**src/rtl/hyst_pkg.sv**
```systemverilog
// Shared definitions for the systolic-array pass sequencer.
//   state_t      : sequencer state encoding
//   drain_cycles : cycles needed for results to ripple out of the delay chain
package hyst_pkg;

    typedef enum logic [2:0] {
        IDLE  = 3'd0,
        CLEAR = 3'd1,
        FEED  = 3'd2,
        DRAIN = 3'd3,
        DONE  = 3'd4
    } state_t;

    function automatic int unsigned drain_cycles(input int unsigned vector);
        return 2 * vector - 1;
    endfunction

endpackage

```
**src/rtl/hyst_skew_lane_decode.sv**
```systemverilog
// Per-lane skewed feed-enable decode: lane i is active for feed counts
// i .. k_len+i-1, so lane i enters the array i cycles after lane 0.
//   c_i       : feed counter (K_W+1 bits so k_len+i never wraps)
//   k_len_i   : latched reduction length
//   lane_en_o : raw per-lane enables (gated by the caller)
module hyst_skew_lane_decode #(
    parameter int unsigned VECTOR = 2,
    parameter int unsigned K_W    = 8
) (
    input  logic [K_W:0]        c_i,
    input  logic [K_W-1:0]      k_len_i,
    output logic [VECTOR-1:0]   lane_en_o
);

    localparam int unsigned CW = K_W + 1;

    always_comb begin
        lane_en_o = '0;
        for (int unsigned i = 0; i < VECTOR; i++) begin
            lane_en_o[i] = (c_i >= CW'(i)) && (c_i < ({1'b0, k_len_i} + CW'(i)));
        end
    end

endmodule

```
**src/rtl/hyst_array_seq_ctrl.sv**
```systemverilog
// Sequencer for one operand pass through the systolic array.
// On start it clears the accumulators, issues k_len operand reads with
// per-lane skewed feed enables, waits for the delay chain to drain, then
// pulses done.
//   clk, rst : clock, synchronous active-high reset
//   start    : pass request (sampled only in IDLE), k_len latched with it
//   stall    : backpressure, honoured only while feeding
//   busy     : high outside IDLE
//   acc_clr  : one-cycle accumulator clear
//   rd_en    : operand-buffer read strobe, rd_addr = feed count
//   lane_en  : per-lane feed enables into the delay chain
//   done     : one-cycle completion pulse
module hyst_array_seq_ctrl
    import hyst_pkg::*;
#(
    parameter int unsigned REG_WIDTH = 16,
    parameter int unsigned VECTOR    = 2,
    parameter int unsigned K_W       = 8,
    parameter int unsigned ADDR_W    = 8
) (
    input  logic              clk,
    input  logic              rst,
    input  logic              start,
    input  logic [K_W-1:0]    k_len,
    input  logic              stall,
    output logic              busy,
    output logic              acc_clr,
    output logic              rd_en,
    output logic [ADDR_W-1:0] rd_addr,
    output logic [VECTOR-1:0] lane_en,
    output logic              done
);

    if (VECTOR < 2 || ADDR_W < K_W || REG_WIDTH < 1) begin : g_bad_params
        $error("hyst_array_seq_ctrl: illegal parameter combination");
    end

    localparam int unsigned CW = K_W + 1;
    localparam int unsigned DW = $clog2(2 * VECTOR);
    localparam logic [DW-1:0] DRAIN_LAST = DW'(drain_cycles(VECTOR) - 1);
    localparam logic [CW-1:0] SKEW_TAIL  = CW'(VECTOR - 2);

    state_t          state_q, state_d;
    logic [CW-1:0]   c_q, c_d;
    logic [DW-1:0]   d_q, d_d;
    logic [K_W-1:0]  k_q, k_d;
    logic [CW-1:0]   feed_last;
    logic            feed_go;
    logic [VECTOR-1:0] lane_raw;

    // Last feed count: the last lane needs VECTOR-1 extra cycles to see k_len operands.
    assign feed_last = {1'b0, k_q} + SKEW_TAIL;
    assign feed_go   = (state_q == FEED) && !stall;

    always_comb begin
        state_d = state_q;
        c_d     = c_q;
        d_d     = d_q;
        k_d     = k_q;
        case (state_q)
            IDLE: begin
                if (start) begin
                    if (k_len != '0) begin
                        k_d     = k_len;
                        state_d = CLEAR;
                    end else begin
                        state_d = DONE;
                    end
                end
            end
            CLEAR: begin
                c_d     = '0;
                state_d = FEED;
            end
            FEED: begin
                if (!stall) begin
                    if (c_q == feed_last) begin
                        d_d     = '0;
                        state_d = DRAIN;
                    end else begin
                        c_d = c_q + 1'b1;
                    end
                end
            end
            DRAIN: begin
                if (d_q == DRAIN_LAST) begin
                    state_d = DONE;
                end else begin
                    d_d = d_q + 1'b1;
                end
            end
            DONE:    state_d = IDLE;
            default: state_d = IDLE;
        endcase
    end

    always_ff @(posedge clk) begin
        if (rst) begin
            state_q <= IDLE;
            c_q     <= '0;
            d_q     <= '0;
            k_q     <= '0;
        end else begin
            state_q <= state_d;
            c_q     <= c_d;
            d_q     <= d_d;
            k_q     <= k_d;
        end
    end

    hyst_skew_lane_decode #(
        .VECTOR (VECTOR),
        .K_W    (K_W)
    ) u_lane_decode (
        .c_i       (c_q),
        .k_len_i   (k_q),
        .lane_en_o (lane_raw)
    );

    assign busy    = (state_q != IDLE);
    assign acc_clr = (state_q == CLEAR);
    assign done    = (state_q == DONE);
    assign rd_en   = feed_go && (c_q < {1'b0, k_q});
    assign rd_addr = (state_q == FEED) ? ADDR_W'(c_q[K_W-1:0]) : '0;
    assign lane_en = feed_go ? lane_raw : '0;

endmodule
```
**config.mk**
```make
export PLATFORM = sky130hd
export DESIGN_NAME = hyst_array_seq_ctrl
export DESIGN_NICKNAME = d
export VERILOG_FILES = /design/src/rtl/hyst_pkg.sv /design/src/rtl/hyst_skew_lane_decode.sv /design/src/rtl/hyst_array_seq_ctrl.sv
export SDC_FILE = /design/constraint.sdc
export NUM_CORES = 1
export LEC_CHECK = 0
export BUFFER_PORTS_ARGS = -buffer_cell sky130_fd_sc_hd__buf_2
export CAP_MARGIN = 20
export CELL_PAD_IN_SITES_DETAIL_PLACEMENT = 1
export CELL_PAD_IN_SITES_GLOBAL_PLACEMENT = 1
export CORE_ASPECT_RATIO = 1.2
export CORE_MARGIN = 2
export CORE_UTILIZATION = 37
export DETAILED_ROUTE_END_ITERATION = 10
export GPL_TIMING_DRIVEN = 0
export PLACE_DENSITY_LB_ADDON = 0.1
export SETUP_SLACK_MARGIN = 0.5
export SYNTH_ARGS = -nofsm -noshare
export SYNTH_HDL_FRONTEND = slang
export SYNTH_SLANG_ARGS = --single-unit
```
**constraint.sdc**
```tcl
create_clock -name clk -period 2.5 [get_ports clk]
set_clock_uncertainty 0.15 [all_clocks]
set_input_delay 0.25 -clock clk [delete_from_list [all_inputs] [get_ports clk]]
set_output_delay 0.25 -clock clk [all_outputs]
set_load 0.005 [all_outputs]
```
Word-level counts from Yosys, hierarchy flattened. Cells that the tools add are included.

Register bits after elaboration: 22. Bits of input ports: 12. Output and inout port bits: 14. Word-level logic and storage cells: 52.

$add $sub $neg: 3. $lt $le $gt $ge: 4. Equal/unequal tests: 12. Multiplexer cells: 15. Reduce and logical (&&, ||, !) cells: 14.

Operator list (count): 9-bit by 1-bit greater-or-equal comparator with 1-bit output (second input constant) (2); 9-bit two-way mux (2); 9-bit one-hot mux with 2 select lines (1); 3-bit two-way mux (5); 3-bit one-hot mux with 4 select lines (1); 2-bit inequality test (second input constant) (5); 8-bit by 1-bit adder with 9-bit output (second input constant) (1); 9-bit by 1-bit adder with 9-bit output (second input constant) (1); 9-bit by 8-bit equality test with 1-bit output (1); 9-bit by 8-bit < comparator with 1-bit output (1); 9-bit < comparator (1); 2-bit two-way mux (4); 8-bit two-way mux (1); 4-bit AND reduction (2); 8-bit nonzero test (1); 3-bit by 2-bit equality test with 1-bit output (second input constant) (2); 3-bit AND reduction (2); 1-bit logical AND (4); 2-bit one-hot mux with 2 select lines (1); 2-bit nonzero test (2); 3-bit by 1-bit equality test with 1-bit output (second input constant) (1); 3-bit equality test (second input constant) (1); 3-bit logical NOT (1); 3-bit nonzero test (1); other kinds (4) (4).

Depth between registers and ports, before layout.
Word-level depth: 4. Mapped depth: 10. Depth with buffers taken out: 10.

By module. From an unflattened synthesis, not the netlist that was laid out.

Cell total of the unflattened synthesis: 226. Area, all modules: 1835.5 µm².

Modules (own cells, without submodules): hyst_array_seq_ctrl (times used 1, cells an instance 162, area each 1357.6 µm², sequential area each 440.4 µm²); hyst_skew_lane_decode (times used 1, cells an instance 64, area each 478.0 µm², sequential area each 0.0 µm²).

Worst setup path before layout. OpenSTA, ideal clock, no wires.

Path type: reg-to-reg. Start: reg c_q[0]. End: reg d_q[1]. Setup time: 70 ps. Arrival: 2291 ps. Data required time: 2280 ps. Path slack: -11 ps. Cell stages (with the launch flop): 9. Path buffers: 1. Clock period less this slack: 2511 ps. Cells stage by stage: dfxtp_1 inv_1 ha_1 nand4b_1 or4_4 buf_6 o32a_1 or4_1 a21oi_1.

Cells in the longest elaborated chain, start to end: 3.

Ends and longest elaborated chain: from (decl) (RTL line hyst_array_seq_ctrl.sv:44) `logic [CW-1:0] c_q, c_d;`; from (signal assigned) (RTL line hyst_array_seq_ctrl.sv:100) `c_q <= '0;`; from (signal assigned) (RTL line hyst_array_seq_ctrl.sv:105) `c_q <= c_d;`; 9-bit by 8-bit equality test with 1-bit output (RTL line hyst_array_seq_ctrl.sv:77) `if (c_q == feed_last) begin`; 2-bit by 1-bit inequality test with 1-bit output (no source line); 4-bit AND reduction (no source line); to (signal assigned) (RTL line hyst_array_seq_ctrl.sv:101) `d_q <= '0;`; to (signal assigned) (RTL line hyst_array_seq_ctrl.sv:106) `d_q <= d_d;`; to (decl) (RTL line hyst_array_seq_ctrl.sv:45) `logic [DW-1:0] d_q, d_d;`.

Every way passes these cells. A chain may end at the register's enable or synchronous reset.

Worst setup path after layout.
Start: reg k_q[1]. End: out lane_en[1].

Cells in the longest elaborated chain, start to end: 4.

Ends and longest elaborated chain: from (decl) (RTL line hyst_array_seq_ctrl.sv:46) `logic [K_W-1:0] k_q, k_d;`; from (signal assigned) (RTL line hyst_array_seq_ctrl.sv:107) `k_q <= k_d;`; 8-bit by 1-bit adder with 9-bit output (RTL line hyst_skew_lane_decode.sv:20) `lane_en_o[i] = (c_i >= CW'(i)) && (c_i < ({1'b0, k_len_i} + CW'(i)));`; 9-bit < comparator (RTL line hyst_skew_lane_decode.sv:20); 1-bit logical AND (RTL line hyst_skew_lane_decode.sv:20); 2-bit two-way mux (RTL line hyst_array_seq_ctrl.sv:125) `assign lane_en = feed_go ? lane_raw : '0;`; to (decl) (RTL line hyst_array_seq_ctrl.sv:30) `output logic [VECTOR-1:0] lane_en,`.

Every way passes these cells.

==> reports/metrics.yaml <==
yosys:
  netlist_instances: 214
  ys_ff_latch: 22
  synth_top_family_by_area: "simple AND/OR/NAND/NOR gates"
  synth_seq_area_share: 0.2625
  ys.flop_type: "dfxtp_1"
  yosys_warnings: 0
  syn_avg_cell_area_um2: 7.840
  post_synth_instance_area_um2: 1678
  async_reset_ff_frac: 0
  synthSimpleGateAreaFrac: 0.2767
  muxShareOfSynthArea: 0
  synth-compound-area-share: 0.1954
  synth-edff-count: 0
  ys_types: 46
  synth_fa_ha_area_frac: 0.1566
  synthXorXnorAreaFrac: 0.04698
  syn-num-nets: 247
sta:
  max_freq_mhz: 345.3
  slew_violations: 0
  rsz0062_at_grt: "yes"
  tns_ns: -0.5332
  setup_viol: 3
  worst_pin_slew_ns: 0.5678
  setup_ws_ns: -0.3961
  hold_ws_ns: 0.06521
  final.period_utilization: 1.158
  fin_crit_ns: 2.896
  relSlewSlack: 0.6185
  final-hold-violation-count: 0
clock_tree:
  cts_buffer_depth: 2
  cts_tree: "yes"
  cts_buffers: 3
  h-tree-depth: 1
  clk_pin_slew_ns: 0.09
  cts_root_buffer: "clkbuf_8"
  ctsHoldBuffers: 0
  cts.sinks: 22
  clk_latency_ns: 0.28
floorplan:
  ios: 26
  rows: 26
  fp.dieW_um: 65.48
  coreArea_um2: 4294
  dieArea_um2: 5092
  start_util: 0.3907
  die_y_um: 77.77
run_status:
  violations: "negative setup slack"
  status: "finished, violations left"
power:
  power.density_nw_per_um2: 714.3
  irDropWorstVdd_v: 0.0003503
  power.leakage_uw: 0.001011
route:
  ant_nets: 0
  via_per_inst: 5.798
  drt_iter0_drc: 116
  drt_wl_total_mm: 5.849
  via_count: 1867
  wl_per_cell_um: 18.16
  drc: 0
  dr.pass1.iters: 5
global_routing:
  grt_pass1_vias: 1766
  grt_use_total: 0.2077
  antenna_found_initial: 0
  grt_pass1_wl_mm: 8.369
  grt_max_degree: 14
  gr-total-overflow: 0
setup_path:
  cp-end-kind: "output port"
  crit_type: "register to output port"
  cp_data_required_time_ns: 2.10
  critPathMaxFanout: 4
  slowest_delay_ns: 0.39
  crit_buf_inv: 1
  critPathTopFamily: "compound AO/OA/AOI/OAI gates"
  slowest_stage: "dfxtp_4"
  crit_chain: "ha_4 -> nand3_4 -> nor3_4 -> xnor2_2 -> ha_1 -> a211o_1 -> o2111ai_2 -> a21oi_2 -> a311oi_1 -> buf_2"
  startpoint_type: "register"
  arrival_ns: 2.50
finish:
  fin_cells: 322
  nets: 300
  antenna_cells: 0
  drive_above_1_share: 0.4511
  syn2layout_area_growth_pct: 48.40
place:
  place_congestion: 0.7867
  place_inst: 294
  dp_hpwl_mm: 3.657
  io_buffer_count: 24
run:
  cap_violations: 0
worst_hold_path:
  hp-class: "input pin to register"
==> registers in the layout, summed over array words and instances, names as in the netlist <==
signal and count:
d_q 2, state_q 3, c_q 9, k_q 8
==> placed cells by master, fill, tap and decap left out, drive strengths merged, types with 3 or more instances in the layout <==
cell type   n
clkbuf      8
or4         4
o21a        4
nand2      16
nor2       22
inv        15
and3        3
nand3       5
o21ai      11
xnor2       8
and2        8
dfxtp      22
buf        52
nor4       10
a21oi      20
ha         21
nand4       5
==> path summary, 6_finish.rpt <==
path | startpoint | end | slack, ns | depth (start not counted)
worst min register to register | d_q[1]$_SDFFE_PP0P_ | d_q[1]$_SDFFE_PP0P_ | 0.32 | 2
worst min-delay path | k_len[6] | k_q[6]$_SDFFE_PP0P_ | 0.07 | 3
worst max-delay path | k_q[1]$_SDFFE_PP0P_ | lane_en[1] | -0.40 | 10
worst max register to register | k_q[0]$_SDFFE_PP0P_ | d_q[0]$_SDFFE_PP0P_ | -0.12 | 9
==> final cells by class <==
cell class,count,area [µm²]
clock buffers,3,41.29
clock inverters,1,30.03
well taps,56,70.07
fillers,519,1804
repair buffers,48,307.8
inverters,15,71.32
multi-input cells,168,1444
plain buffers,9,53.80
flip-flops and latches,22,471.7
==> worst min-delay path, cell delays in order <==
cell     delay (ns)
buf_2          0.09
a21oi_1        0.05
nor2_1         0.07
==> synthesized netlist by cell type, types with 2 or more instances <==
library cell / count / area share
and3_1: 3 / 0.011
nor2b_1: 2 / 0.0075
o21a_1: 4 / 0.018
clkbuf_1: 5 / 0.011
or4_1: 3 / 0.013
o41ai_1: 2 / 0.010
nor3_1: 2 / 0.0060
a211o_1: 2 / 0.010
or3_1: 2 / 0.0075
a22oi_1: 2 / 0.0089
nand2b_1: 2 / 0.0075
o21ai_0: 11 / 0.033
a21oi_1: 20 / 0.060
nand2_1: 16 / 0.036
ha_1: 21 / 0.16
xnor2_1: 8 / 0.042
nor2_1: 21 / 0.047
nand3_1: 5 / 0.015
inv_1: 15 / 0.034
and2_1: 8 / 0.030
nor4_1: 10 / 0.037
nand4_1: 5 / 0.019
dfxtp_1: 22 / 0.26
==> power breakdown <==
part           internal, µW  switching (µW)  total (µW)  leakage [µW]
clock                   214             137         352     0.0000357
sequential              393            37.0         430      0.000187
combinational           476             521         997      0.000789
==> logic make-up (layout without fill, tap and decap cells) <==
kind of cell,after synthesis,count (layout)
buffers and inverters,24,76
adder cells (fa/ha/maj),21,21
XOR/XNOR,9,9
AO/OA/AOI/OAI,52,52
AND/OR/NAND/NOR,86,86
flip-flops,22,22
==> metal layers <==
layer	share of wire	routed length (µm)	vias to the layer above	track usage
met5	0	0	-	0
met1	0.43	2520	900	0.2662
met2	0.50	2925	57	0.3592
met3	0.034	200	21	0.02174
li1	-	-	889	-
met4	0.035	203	0	0.06667
==> timing repair <==
action / in CTS / in global routing
pin swaps: 5 / 24
resized for setup: 16 / 64
endpoints found under the setup margin: 27 / 25
setup buffers: 4 / 20
==> stage by stage <==
stage                     instance area (µm²)    util  worst slack (ns)  total power (µW)
after floorplan                          1718       -            0.1641             865.0
after global placement                   1908  0.4443           -0.2102              1018
after detailed placement                 1908  0.4443           -0.2390              1030
after CTS                                2090  0.4866           -0.3571              1452
after global routing                     2490  0.5798           -0.5340              1885
final                                    2490  0.5798           -0.3961              1779
Note: power is estimated with default switching activity, not from simulation.
